<file path="src/rtl/mem_arbiter.sv">
// mem_arbiter: two-port arbiter/sequencer in front of a single-port RAM.
// One transaction per IDLE -> ACCESS -> RESP pass; registered read data and one-cycle ack.
module mem_arbiter #(
   parameter int DATA_WIDTH = 16,
   parameter int ADDR_WIDTH = 16,
   parameter int FIXED_PRIO = 0
) (
   input  logic                  clk,
   input  logic                  rst_n,
   input  logic                  req0,
   input  logic                  we0,
   input  logic [ADDR_WIDTH-1:0] addr0,
   input  logic [DATA_WIDTH-1:0] wdata0,
   output logic                  ack0,
   output logic [DATA_WIDTH-1:0] rdata0,
   input  logic                  req1,
   input  logic                  we1,
   input  logic [ADDR_WIDTH-1:0] addr1,
   input  logic [DATA_WIDTH-1:0] wdata1,
   output logic                  ack1,
   output logic [DATA_WIDTH-1:0] rdata1,
   output logic [ADDR_WIDTH-1:0] mem_addr,
   output logic [DATA_WIDTH-1:0] mem_data,
   output logic                  mem_we,
   input  logic [DATA_WIDTH-1:0] mem_q,
   output logic                  busy
);
   localparam logic [1:0] IDLE   = 2'd0;
   localparam logic [1:0] ACCESS = 2'd1;
   localparam logic [1:0] RESP   = 2'd2;
   logic [1:0]            state;
   logic                  lat_we;
   logic                  lat_id;
   logic                  last;
   logic [ADDR_WIDTH-1:0] lat_addr;
   logic [DATA_WIDTH-1:0] lat_wdata;
   logic                  win;
   // On a tie, round-robin picks the port not served last; the pointer is still tracked under fixed priority.
   always_comb win = (req0 && req1) ? ((FIXED_PRIO != 0) ? 1'b0 : ~last) : req1;
   always_ff @(posedge clk or negedge rst_n) begin
      if (!rst_n) begin
         state     <= IDLE;
         lat_we    <= 1'b0;
         lat_id    <= 1'b0;
         last      <= 1'b1;
         lat_addr  <= '0;
         lat_wdata <= '0;
         ack0      <= 1'b0;
         ack1      <= 1'b0;
         rdata0    <= '0;
         rdata1    <= '0;
      end else begin
         ack0 <= 1'b0;
         ack1 <= 1'b0;
         case (state)
            IDLE: if (req0 || req1) begin
               state     <= ACCESS;
               lat_id    <= win;
               last      <= win;
               lat_we    <= win ? we1 : we0;
               lat_addr  <= win ? addr1 : addr0;
               lat_wdata <= win ? wdata1 : wdata0;
            end
            ACCESS: begin
               state <= RESP;
               if (lat_id) begin
                  ack1   <= 1'b1;
                  rdata1 <= mem_q;
               end else begin
                  ack0   <= 1'b1;
                  rdata0 <= mem_q;
               end
            end
            default: state <= IDLE;
         endcase
      end
   end
   assign mem_addr = lat_addr;
   assign mem_data = lat_wdata;
   assign mem_we   = (state == ACCESS) && lat_we;
   assign busy     = (state == ACCESS) || (state == RESP);
endmodule
</file>
<file path="config.mk">
export PLATFORM = sky130hd
export DESIGN_NAME = mem_arbiter
export DESIGN_NICKNAME = d
export VERILOG_FILES = /design/src/rtl/mem_arbiter.sv
export SDC_FILE = /design/constraint.sdc
export NUM_CORES = 1
export LEC_CHECK = 0
export ABC_AREA = 1
export CORE_UTILIZATION = 40
export CTS_BUF_LIST = sky130_fd_sc_hd__clkbuf_4 sky130_fd_sc_hd__clkbuf_8
export CTS_CLUSTER_SIZE = 28
export DETAILED_ROUTE_END_ITERATION = 8
export PLACE_DENSITY_LB_ADDON = 0.3
export SYNTH_ARGS = -nofsm -noshare
export SYNTH_HDL_FRONTEND = slang
export SYNTH_SLANG_ARGS = --single-unit
</file>
<file path="constraint.sdc">
create_clock -name clk -period 2.23 [get_ports clk]
set_input_delay 0.223 -clock clk [delete_from_list [all_inputs] [get_ports clk]]
set_output_delay 0.223 -clock clk [all_outputs]
set_load 0.02 [all_outputs]
</file>
==> flow_summary.yaml, run 1 <==
run_status:
  status: "finished, final reports clean"
timing:
  drv_slew: 0
  final-setup-viol-count: 0
  worst_slew_pin_slew_ns: 0.877
  tns_ns: 0
  max_freq_mhz: 514
  hold_violations: 0
  finalCriticalPeriod_ns: 1.95
  rsz0062_at_grt: "false"
  period_share_pct: 87.3
  finalClockSkew_ns: 0.0125
  slew_headroom_pct: 41.6
  fin_ws_ns: 0.283
critical_path:
  end_kind: "output port"
  timing.rr.start: "state[0]"
  path_class: "reg2out"
  crit_buf_inv: 3
  max_stage_delay_ns: 0.60
  crit_fanout: 4
  crit_start: "state[1]"
  path_common_cell: "inv_1"
  cp.arrival_ns: 1.72
  cpLargestDelayFamily: "buffers and inverters"
  slowest_stage: "clkdlybuf4s50_1"
  worst_ep_required_time_ns: 2.01
  path_cells: "inv_1 -> ha_1 -> nand2_1 -> inv_1 -> clkdlybuf4s50_1"
  cp-start-kind: "flip-flop"
layout:
  drive_gt1_share_pct: 4.81
  final_cell_mix: "152 x clkdlybuf4s50_1, 138 x nand2_1, 89 x inv_1"
  layout.nets: 667
  syn_to_final_growth_pct: 52.9
  final_common_cell: "clkdlybuf4s50_1"
  n_fill_cell: 696
  antenna_cells: 0
flow_run:
  drv_cap: 0
synth:
  synthesis.nets: 519
  synth_cell_types: 17
  syn_area_per_cell_um2: 7.78
  yosys.area.top_type_share_pct: 52.3
  yosys_warnings: 0
  synthCells: 430
  ys_ff_latch: 71
  netlist_top_cells_area: "dfrtp_1 52%, nand2_1 15%, nand3_1 10%, inv_1 10%, o21ai_0 5.1%"
  synth_area_um2: 3350
  synth_seq_area_share_pct: 53.1
  synth_top_area_cell: "dfrtp_1"
clock_network:
  clk_path_buf_depth: 2
  clock_latency_ns: 0.33
  clk_pin_slew_ns: 0.07
  cts_setup_buffers: 0
  htree_levels: 3
  holdBufCountCts: 0
  cts.sinks: 71
  cts_buffers: 9
  cts_resized: 0
  cts-root-buf: "clkbuf_8"
  cts_tree: "built"
route:
  drc: 0
  wl_per_cell_um: 12.5
  wl_um: 8540
  num_vias: 3135
  detail_route.vias_per_cell: 4.58
  dr.first_iter.drc_count: 131
  ant_nets: 0
  first_pass_iters: 4
placed_design:
  portBuffers: 153
  gp_congestion: 0.795
  hpwl_um: 6220
  dp_slack_ns: 0.424
power_and_ir_drop:
  peakVddDrop_v: 0.000564
  p_leak_uw: 0.00267
  power.density_nw_per_um2: 1330
floorplanning:
  dieWidth_um: 93.5
  fp-row-count: 32
  core_um2: 7930
  die-height_um: 93.5
  die_area_um2: 8740
  initial_core_util_pct: 42.2
  ioPinCount: 154
global_routing:
  track_usage_pct: 20.9
  grt_pass1_vias: 3066
  grt_pass1_wl_um: 14100
  grt-ovfl-total: 0
  antenna_found_initial: 0
  grt_max_degree: 72
hold_path:
  min_path_type: "in2async"
==> through the flow <==
step	instance area (um^2)	total power (uW)	hold slack [ns]	std cells	util, %
after floorplan	3350	4210	-0.0726	430	-
after global placement	4930	5810	0.392	669	62.2
after detailed placement	4930	5910	0.402	669	62.2
after CTS	5120	6900	0.0376	684	64.5
after global routing	5120	7330	0.0627	684	64.5
final	5120	6830	0.00428	684	64.5
==> worst register-to-register path, stage by stage (launching register included) <==
cell and delay (ns):
dfrtp_1 0.41, inv_1 0.09, ha_1 0.20, inv_1 0.12
nor2_8 0.14, buf_4 0.35, nand3_1 0.14, nand2_1 0.09
==> worst paths after layout <==
kind                                 to  slack [ns]  cells after the start
max                              mem_we        0.28                      5
min                         mem_addr[0]       0.004                      1
max reg2reg                mem_addr[12]        0.65                      7
min reg2reg                        last        0.48                      2
max in group asynchronous  mem_addr[10]        1.65                      1
min in group clk             rdata0[13]        0.46                      3
==> registers in the layout, summed over array words and instances (netlist names) <==
signal and flops:
mem_addr 16, mem_data 16, lat_id 1, rdata0 16, last 1, state 2
ack0 1, rdata1 16, ack1 1, lat_we 1
==> layer usage <==
metal | vias to the layer above | part of all wire [%] | wire (um) | global-route usage (%)
met5 | - | 0 | 0 | 0
met4 | 0 | 2.0 | 175 | 8.97
met3 | 14 | 5.0 | 425 | 4.07
met2 | 101 | 53 | 4490 | 36.2
met1 | 1433 | 40 | 3450 | 25.4
li1 | 1587 | - | - | -
==> layout make-up <==
type	instances	area [um^2]	area share (%)
Sequential cell	71	1780	34.8
Clock buffer	9	124	2.42
Multi-Input combinational cell	247	1110	21.7
Clock inverter	6	62.6	1.22
Timing Repair Buffer	159	1570	30.8
Inverter	90	340	6.65
Tap cell	102	128	2.49
==> cell families after synthesis <==
kind of cell             synth area share, %
buffers and inverters                   13.7
adder cells (fa/ha/maj)                 1.12
AO/OA/AOI/OAI                           5.23
flip-flops                              53.1
AND/OR/NAND/NOR                         26.8
==> power by group <==
group	switching, uW	internal, uW	total (uW)	leakage (uW)
registers	347	1940	2280	0.000870
logic	1980	1600	3570	0.00171
clock network	461	506	967	0.0000871
total	2780	4040	6830	0.00267
==> cells in the mapped netlist <==
master / instances
buf_2: 8
o21ai_0: 34
nand2_1: 138
a21oi_1: 1
inv_1: 89
buf_1: 2
dfrtp_1: 70
dfstp_2: 1
ha_1: 3
nor2_4: 1
inv_4: 1
nand3_1: 67
clkbuf_1: 8
buf_4: 1
nor2_8: 1
buf_6: 3
nand2_2: 2
Note: power is estimated with default switching activity, not from simulation.
==> run 2, diff against run 1 <==
- SETUP_SLACK_MARGIN: unset -> 0.05
==> results of run 2 <==
The final DEF is identical to that of run 1; final timing and power are the same.
